===== src/rtl/fir_feeder.sv =====
`default_nettype none
// ============================================================================
// Module   : fir_feeder
// Purpose  : Front end for a small FIR filter. Holds the coefficient bank,
//            buffers incoming samples in a FIFO, and paces them onto the filter
//            input with an active-low advance enable. A flush request injects
//            FLUSH_LEN zero samples so the filter pipeline drains cleanly.
// Revision : 1.0 - initial release
// ----------------------------------------------------------------------------
// Ports
//   iClk_12M      in   clock, all logic on its rising edge
//   iRst          in   synchronous active-high reset
//   iCoefWr       in   coefficient write strobe (IDLE only)
//   iCoefAddr     in   coefficient index 0..NTAP-1
//   iCoefData     in   signed 16-bit coefficient value
//   iSampleValid  in   upstream sample valid
//   iSample       in   signed 3-bit sample
//   oSampleReady  out  sample accepted when valid and ready are both 1
//   iStall        in   downstream pause request
//   iFlush        in   single-cycle flush request (acted on in RUN)
//   oCoeff1..10   out  coefficient registers, index k drives oCoeff(k+1)
//   oFirIn        out  registered sample to the filter
//   oEnAcc        out  active-low filter advance enable (registered)
//   oBusy         out  1 whenever the controller is not IDLE
//   oCoefErr      out  sticky flag for rejected coefficient writes
// ============================================================================
module fir_feeder #(
   parameter int NTAP      = 10,
   parameter int FDEPTH    = 4,
   parameter int FLUSH_LEN = 11
) (
   input  logic               iClk_12M,
   input  logic               iRst,
   input  logic               iCoefWr,
   input  logic        [3:0]  iCoefAddr,
   input  logic signed [15:0] iCoefData,
   input  logic               iSampleValid,
   input  logic signed [2:0]  iSample,
   output logic               oSampleReady,
   input  logic               iStall,
   input  logic               iFlush,
   output logic signed [15:0] oCoeff1,
   output logic signed [15:0] oCoeff2,
   output logic signed [15:0] oCoeff3,
   output logic signed [15:0] oCoeff4,
   output logic signed [15:0] oCoeff5,
   output logic signed [15:0] oCoeff6,
   output logic signed [15:0] oCoeff7,
   output logic signed [15:0] oCoeff8,
   output logic signed [15:0] oCoeff9,
   output logic signed [15:0] oCoeff10,
   output logic signed [2:0]  oFirIn,
   output logic               oEnAcc,
   output logic               oBusy,
   output logic               oCoefErr
);

   // -------------------------------------------------------------------------
   // Constants
   // -------------------------------------------------------------------------
   localparam int c_AW     = (FDEPTH > 1) ? $clog2(FDEPTH) : 1;
   localparam int c_FCW    = $clog2(FLUSH_LEN + 1);
   localparam int c_NOUT   = 10;

   localparam logic [c_AW:0]    c_FULL_CNT  = (c_AW + 1)'(FDEPTH);
   localparam logic [c_AW:0]    c_CNT_ONE   = (c_AW + 1)'(1);
   localparam logic [c_AW-1:0]  c_PTR_ONE   = c_AW'(1);
   localparam logic [c_FCW-1:0] c_FLUSH_LEN = c_FCW'(FLUSH_LEN);
   localparam logic [c_FCW-1:0] c_FCNT_ONE  = c_FCW'(1);
   localparam logic [4:0]       c_NTAP      = 5'(NTAP);

   localparam logic [1:0] c_IDLE  = 2'd0;
   localparam logic [1:0] c_RUN   = 2'd1;
   localparam logic [1:0] c_FLUSH = 2'd2;

   // -------------------------------------------------------------------------
   // Registers
   // -------------------------------------------------------------------------
   logic [1:0]         state_q,      state_d;
   logic               flush_pend_q, flush_pend_d;
   logic [c_FCW-1:0]   fcnt_q,       fcnt_d;
   logic signed [2:0]  fir_q,        fir_d;
   logic               en_acc_q,     en_acc_d;
   logic               err_q,        err_d;
   logic signed [15:0] coef_q [NTAP];
   logic signed [15:0] coef_d [NTAP];

   logic signed [2:0]  mem_q [FDEPTH];
   logic [c_AW-1:0]    wr_ptr_q,     wr_ptr_d;
   logic [c_AW-1:0]    rd_ptr_q,     rd_ptr_d;
   logic [c_AW:0]      cnt_q,        cnt_d;

   // -------------------------------------------------------------------------
   // Combinational helpers
   // -------------------------------------------------------------------------
   logic               w_full;
   logic               w_empty;
   logic               w_ready;
   logic               w_push;
   logic               w_pop;
   logic               w_coef_ok;
   logic signed [2:0]  w_head;
   logic signed [15:0] w_coef_pad [c_NOUT];

   assign w_full  = (cnt_q == c_FULL_CNT);
   assign w_empty = (cnt_q == '0);
   assign w_head  = mem_q[rd_ptr_q];

   // Ready depends only on registered state so upstream never sees a
   // combinational path from iStall or iFlush.
   assign w_ready = !w_full && (state_q != c_FLUSH);
   assign w_push  = iSampleValid && w_ready;
   assign w_pop   = (state_q == c_RUN) && !w_empty && !iStall;

   // The IDLE check uses the registered state, so a write landing on the
   // same edge as the IDLE->RUN transition is still accepted.
   assign w_coef_ok = iCoefWr && (state_q == c_IDLE) &&
                      ({1'b0, iCoefAddr} < c_NTAP);

   // -------------------------------------------------------------------------
   // Sample FIFO pointer / occupancy next-state
   // -------------------------------------------------------------------------
   always_comb begin
      wr_ptr_d = wr_ptr_q;
      rd_ptr_d = rd_ptr_q;
      cnt_d    = cnt_q;
      if (w_push) begin
         wr_ptr_d = wr_ptr_q + c_PTR_ONE;
      end
      if (w_pop) begin
         rd_ptr_d = rd_ptr_q + c_PTR_ONE;
      end
      // Simultaneous push and pop leaves the occupancy unchanged.
      case ({w_push, w_pop})
         2'b10:   cnt_d = cnt_q + c_CNT_ONE;
         2'b01:   cnt_d = cnt_q - c_CNT_ONE;
         default: cnt_d = cnt_q;
      endcase
   end

   // -------------------------------------------------------------------------
   // Control FSM and filter-side outputs
   // -------------------------------------------------------------------------
   always_comb begin
      state_d      = state_q;
      flush_pend_d = flush_pend_q;
      fcnt_d       = fcnt_q;
      fir_d        = fir_q;
      en_acc_d     = 1'b1;

      case (state_q)
         c_IDLE: begin
            if (!w_empty) begin
               state_d = c_RUN;
            end
         end

         c_RUN: begin
            if (iFlush) begin
               flush_pend_d = 1'b1;
            end
            if (w_pop) begin
               fir_d    = w_head;
               en_acc_d = 1'b0;
            end else if (flush_pend_q && w_empty && !iStall) begin
               // The entry edge already emits the first zero sample, so the
               // count starts at one and FLUSH lasts exactly FLUSH_LEN cycles.
               state_d  = c_FLUSH;
               fir_d    = '0;
               en_acc_d = 1'b0;
               fcnt_d   = c_FCNT_ONE;
            end
         end

         c_FLUSH: begin
            if (!iStall) begin
               if (fcnt_q == c_FLUSH_LEN) begin
                  state_d      = c_IDLE;
                  fcnt_d       = '0;
                  flush_pend_d = 1'b0;
               end else begin
                  fir_d    = '0;
                  en_acc_d = 1'b0;
                  fcnt_d   = fcnt_q + c_FCNT_ONE;
               end
            end
         end

         default: begin
            state_d      = c_IDLE;
            flush_pend_d = 1'b0;
            fcnt_d       = '0;
         end
      endcase
   end

   // -------------------------------------------------------------------------
   // Coefficient bank next-state and sticky error
   // -------------------------------------------------------------------------
   always_comb begin
      for (int k = 0; k < NTAP; k++) begin
         coef_d[k] = coef_q[k];
         if (w_coef_ok && (iCoefAddr == 4'(k))) begin
            coef_d[k] = iCoefData;
         end
      end
      err_d = err_q | (iCoefWr & ~w_coef_ok);
   end

   // -------------------------------------------------------------------------
   // State registers
   // -------------------------------------------------------------------------
   always_ff @(posedge iClk_12M) begin
      if (iRst) begin
         state_q      <= c_IDLE;
         flush_pend_q <= 1'b0;
         fcnt_q       <= '0;
         fir_q        <= '0;
         en_acc_q     <= 1'b1;
         err_q        <= 1'b0;
         wr_ptr_q     <= '0;
         rd_ptr_q     <= '0;
         cnt_q        <= '0;
         coef_q       <= '{default: '0};
      end else begin
         state_q      <= state_d;
         flush_pend_q <= flush_pend_d;
         fcnt_q       <= fcnt_d;
         fir_q        <= fir_d;
         en_acc_q     <= en_acc_d;
         err_q        <= err_d;
         wr_ptr_q     <= wr_ptr_d;
         rd_ptr_q     <= rd_ptr_d;
         cnt_q        <= cnt_d;
         coef_q       <= coef_d;
      end
   end

   // FIFO storage needs no reset: occupancy alone decides what is valid.
   always_ff @(posedge iClk_12M) begin
      if (!iRst && w_push) begin
         mem_q[wr_ptr_q] <= iSample;
      end
   end

   // -------------------------------------------------------------------------
   // Outputs
   // -------------------------------------------------------------------------
   // Coefficient ports are fixed at ten; indices beyond NTAP read as zero.
   for (genvar k = 0; k < c_NOUT; k++) begin : g_coef_pad
      if (k < NTAP) begin : g_live
         assign w_coef_pad[k] = coef_q[k];
      end else begin : g_zero
         assign w_coef_pad[k] = '0;
      end
   end

   assign oCoeff1      = w_coef_pad[0];
   assign oCoeff2      = w_coef_pad[1];
   assign oCoeff3      = w_coef_pad[2];
   assign oCoeff4      = w_coef_pad[3];
   assign oCoeff5      = w_coef_pad[4];
   assign oCoeff6      = w_coef_pad[5];
   assign oCoeff7      = w_coef_pad[6];
   assign oCoeff8      = w_coef_pad[7];
   assign oCoeff9      = w_coef_pad[8];
   assign oCoeff10     = w_coef_pad[9];

   assign oSampleReady = w_ready;
   assign oFirIn       = fir_q;
   assign oEnAcc       = en_acc_q;
   assign oBusy        = (state_q != c_IDLE);
   assign oCoefErr     = err_q;

endmodule
`default_nettype wire


===== config.mk =====
export PLATFORM = sky130hd
export DESIGN_NAME = fir_feeder
export DESIGN_NICKNAME = d
export VERILOG_FILES = /design/src/rtl/fir_feeder.sv
export SDC_FILE = /design/constraint.sdc
export NUM_CORES = 1
export LEC_CHECK = 0
export ABC_AREA = 1
export CAP_MARGIN = 15
export CORE_ASPECT_RATIO = 0.6
export CORE_MARGIN = 3
export CORE_UTILIZATION = 35
export CTS_CLUSTER_DIAMETER = 200
export DETAILED_ROUTE_END_ITERATION = 7
export PLACE_DENSITY = 0.7
export SYNTH_ARGS = -nofsm -noshare
export SYNTH_HDL_FRONTEND = slang
export SYNTH_SLANG_ARGS = --single-unit

===== constraint.sdc =====
create_clock -name iClk_12M -period 5.9 [get_ports iClk_12M]
set_input_delay 0.885 -clock iClk_12M [delete_from_list [all_inputs] [get_ports iClk_12M]]
set_output_delay 0.885 -clock iClk_12M [all_outputs]
set_load 0.01 [all_outputs]

==> results.txt <==
* Result of the run: completed
* Power share of the clock group: 37.3%
* Hold Path End: flush_pend_q
- Longest Clk Path Bufs: 2
* Top achievable clock speed: 318 MHz
- Max_slew headroom: 37.2%
* Number of nets in the final layout: 1,145
* RSZ-0062 raised after global routing: false
* Number of cells traversed by the worst hold path: 2
- Summed over its instances, the top area cell type makes up 49.6% of the synthesized netlist area.
- Along the worst path, the maximum fanout reaches 99.
- The clock drives 193 sinks.
- Clock skew on the completed layout was measured at 0.0109 ns.
- Worst Hold Margin: 0.445 ns
* Placer congestion estimate: 0.834
* Psw: 0.966 mW
* Vias in the first global route: 5,994
- Hold Fails Final Rpt: 0
* Count of cells resized by post-cts repair: 0
- The worst register-to-register path has a setup slack of 3.42 ns.
- Fill cells in the final layout number 1,952.
* Insertion delay of the later-clocked pin in the worst-skew pair: 0.45 ns
- The critical path is of the in2reg type.
- Global Route met1 Usage: 31.0%
- Total power draw: 3.17 mW
- Max-capacitance violation count: 0
* Core outline area: 20,200 µm²
- The internal power of the cells totals 2.20 mW.
* Hpwl dp: 16,000 µm
- Synthesized area per cell: 7.71 µm²
- The analysis attributes to cell leakage a power of 3.69 nW.
- Total die area: 22,700 µm²
- In this run the critical register-to-register path is launched from state_q[0].
* Post-synthesis cell type with the largest combined area: dfxtp_1
* Proportion of synthesized chip area in sequential cells: 54.6%
* Detailed-route via count: 6,670
- Post-Synthesis Net Count: 988
- Yosys printed 0 warnings.
- Global-route wire length before repair: 36,000 µm
- Per report_power, the combinational group accounts for 17.7% of the total.
- Router iterations before antenna repair: 5
- The number of different library cells used by synthesis comes to 24.
- Average detailed-routed wire length per instance: 17.3 µm
- Via-per-instance ratio: 4.79
- Cell area after technology mapping: 7300 µm²
* Maximum number of pins on one net before global-route repair: 100
- The worst path needs 3.15 ns of the cycle, external delays included.
- Endpoints failing setup: 0
- The total overflow left after global routing is 0.
* Synthesized netlist cell count: 947
- In this run, flip-flops and latches consume 44.9% of the power.
- Die Y-Extent: 118 µm
- Leaving out fill and tap cells, the most frequent cell in the layout is nor2_1.
- Beginning of the worst hold path: flush_pend_q
* Die width: 192 µm
- Endpoint of the worst-slack reg-to-reg timing path: cnt_q[1]
- Number of core rows: 40
* Final non-filler cell area: 9920 µm²
- Largest vdd supply drop: 0.199 mV
- In the finished design, the share of the clock period the worst path needs comes to 53.4%.
* Actual transition at the worst max-transition pin: 0.939 ns
- Switching share of total power: 30.5%
- Number of instances in the placed design: 1,358
- The H-tree was split into 4 levels.
* Final Worst Setup Slack: 2.75 ns
- Launch point of the worst path: iRst
- The number of hold buffers added after CTS was 0.
* Drt initial violations: 538
- In this run the most used layer during global routing was met1.
- For this block, the routed nets add up to 24,100 µm of wire.
* I/O pin count: 196
* Antenna-violating nets left: 0
- Number of antenna violations at the first check in global routing: 0
- In the global route stage, met2 resource usage came out at 28.9%.
- Worst reg-to-reg path cell count: 10
- For met3 alone, demand over resource in global routing was 7.26%.
- In this run the post-CTS setup repair buffer count came out at 0.
* Final max-slew violation count: 0
- Total CTS buffers: 17
- The placed instances occupy a cell area of 9330 µm².
- STA puts the critical path data arrival time at 3.26 ns.
- After synthesis the netlist holds a flip-flop and latch count of 193.
* Sum of negative setup slack: 0 ns
* Critical Path Source Type: input pin
- Dividing total power by cell area gives a power density of 319 nW/µm².
- Quantity of I/O buffers inserted on ports: 195
- STA classifies the critical path endpoint as a register.
- Total track usage: 20.9%
- After detailed routing, the number of remaining DRC violations is 0.
* Register clock-pin slew on the reported worst setup and hold paths: 0.08 ns
* Cell at the root of the clock tree: clkbuf_16
* Highest-count cells in the layout ignoring fill and taps: nor2_1, clkdlybuf4s50_1, dfxtp_1
* Worst slack at placement: 2.31 ns
- For this configuration, the core starts out at a cell density of 36.1%.
- Area growth, synth to finish: 35.8%
* Clock tree from TritonCTS: built
- Required @ worst endpoint: 6.01 ns
- Area contributors post-synth: dfxtp_1, nor2_1, o21ai_0
* Fin util: 49.1%
* Ratio of cells with drive above 1 in the final layout: 4.30%
- Excluding fillers, the count of instances in the completed layout stands at 1,392.
* Class of the tightest hold or removal check: reg2reg
-- state kept, by name, indices dropped and copies added, names as in the netlist, named ones only --
register and cells:
rd_ptr_q 2, oCoeff5 16, oFirIn 3, oCoeff4 16
flush_pend_q 1, oCoeff8 16, wr_ptr_q 2, oCoeff1 16
mem_q 12, oCoeff9 16, oCoeff7 16, fcnt_q 4
oCoeff3 16, oCoeff10 16, oCoeff6 16, state_q 2
oEnAcc 1, cnt_q 3, oCoefErr 1, oCoeff2 16
-- kinds of logic (layout without fill, tap and decap cells) --
group | Yosys count | in the layout | synth area share (%)
flip-flops | 193 | 193 | 54.6
XOR/XNOR | 1 | 1 | 0.120
AND/OR/NAND/NOR | 440 | 440 | 23.6
adder cells (fa/ha/maj) | 12 | 12 | 2.16
other | 0 | 2 | 0
AO/OA/AOI/OAI | 189 | 189 | 13.0
buffers and inverters | 112 | 282 | 6.60
-- critical path, cell delays in order --
cell and delay [ns]:
clkdlybuf4s50_1 0.85, inv_4 0.83, nand3_1 0.30, nor2_1 0.38
-- synth_stat cells --
cell      count
inv_1        44
inv_2        10
nor2_1      324
o21ai_0     155
nand3_1      34
nand2_1      75
a21oi_1      33
o21ai_1       1
buf_6         2
buf_4         8
nand3_2       1
fa_1          1
nor2_2        1
nand2_4       2
nand4_1       2
edfxtp_1     12
dfxtp_1     181
buf_8         1
nor3_1        1
buf_2         4
ha_1         11
buf_1        16
clkbuf_1     27
xnor2_1       1
-- routing by layer --
layer,share of wire (%),vias to the layer above
li1,-,3335
met1,49,3081
met2,41,235
met3,9.4,19
met4,1.0,0
met5,0,-
-- area by class of cell --
cell class	count	area, µm²	share of cell area, %
Sequential cell	193	3980	40.2
Clock buffer	17	425	4.29
Timing Repair Buffer	196	1960	19.8
Inverter	54	205	2.07
Antenna cell	2	5.00	0.0505
Multi-Input combinational cell	642	2840	28.6
Tap cell	273	342	3.44
Clock inverter	15	163	1.64
-- how the worst max path moves through the flow --
| stage | to | slack (ns) | cells after the start |
|---|---|---|---|
| after floorplan | cnt_q[2] | 3.70 | 10 |
| after CTS | oSampleReady | 2.78 | 4 |
| after global routing | oCoeff10[1] | 2.53 | 5 |
| after global placement | mem_q[0][1] | 2.45 | 4 |
| after detailed placement | mem_q[0][1] | 2.31 | 4 |
| final | mem_q[0][0] | 2.75 | 4 |
-- power by group through the flow --
| stage | registers [mW] | logic (mW) | clock network, mW |
|---|---|---|---|
| floorplan | 1.46 | 0.343 | 0 |
| global placement | 1.45 | 0.551 | 0 |
| detailed placement | 1.45 | 0.557 | 0 |
| CTS | 1.42 | 0.561 | 1.19 |
| global route | 1.43 | 0.637 | 1.24 |
| finish | 1.42 | 0.562 | 1.18 |
(Power assumes the default switching activity.)
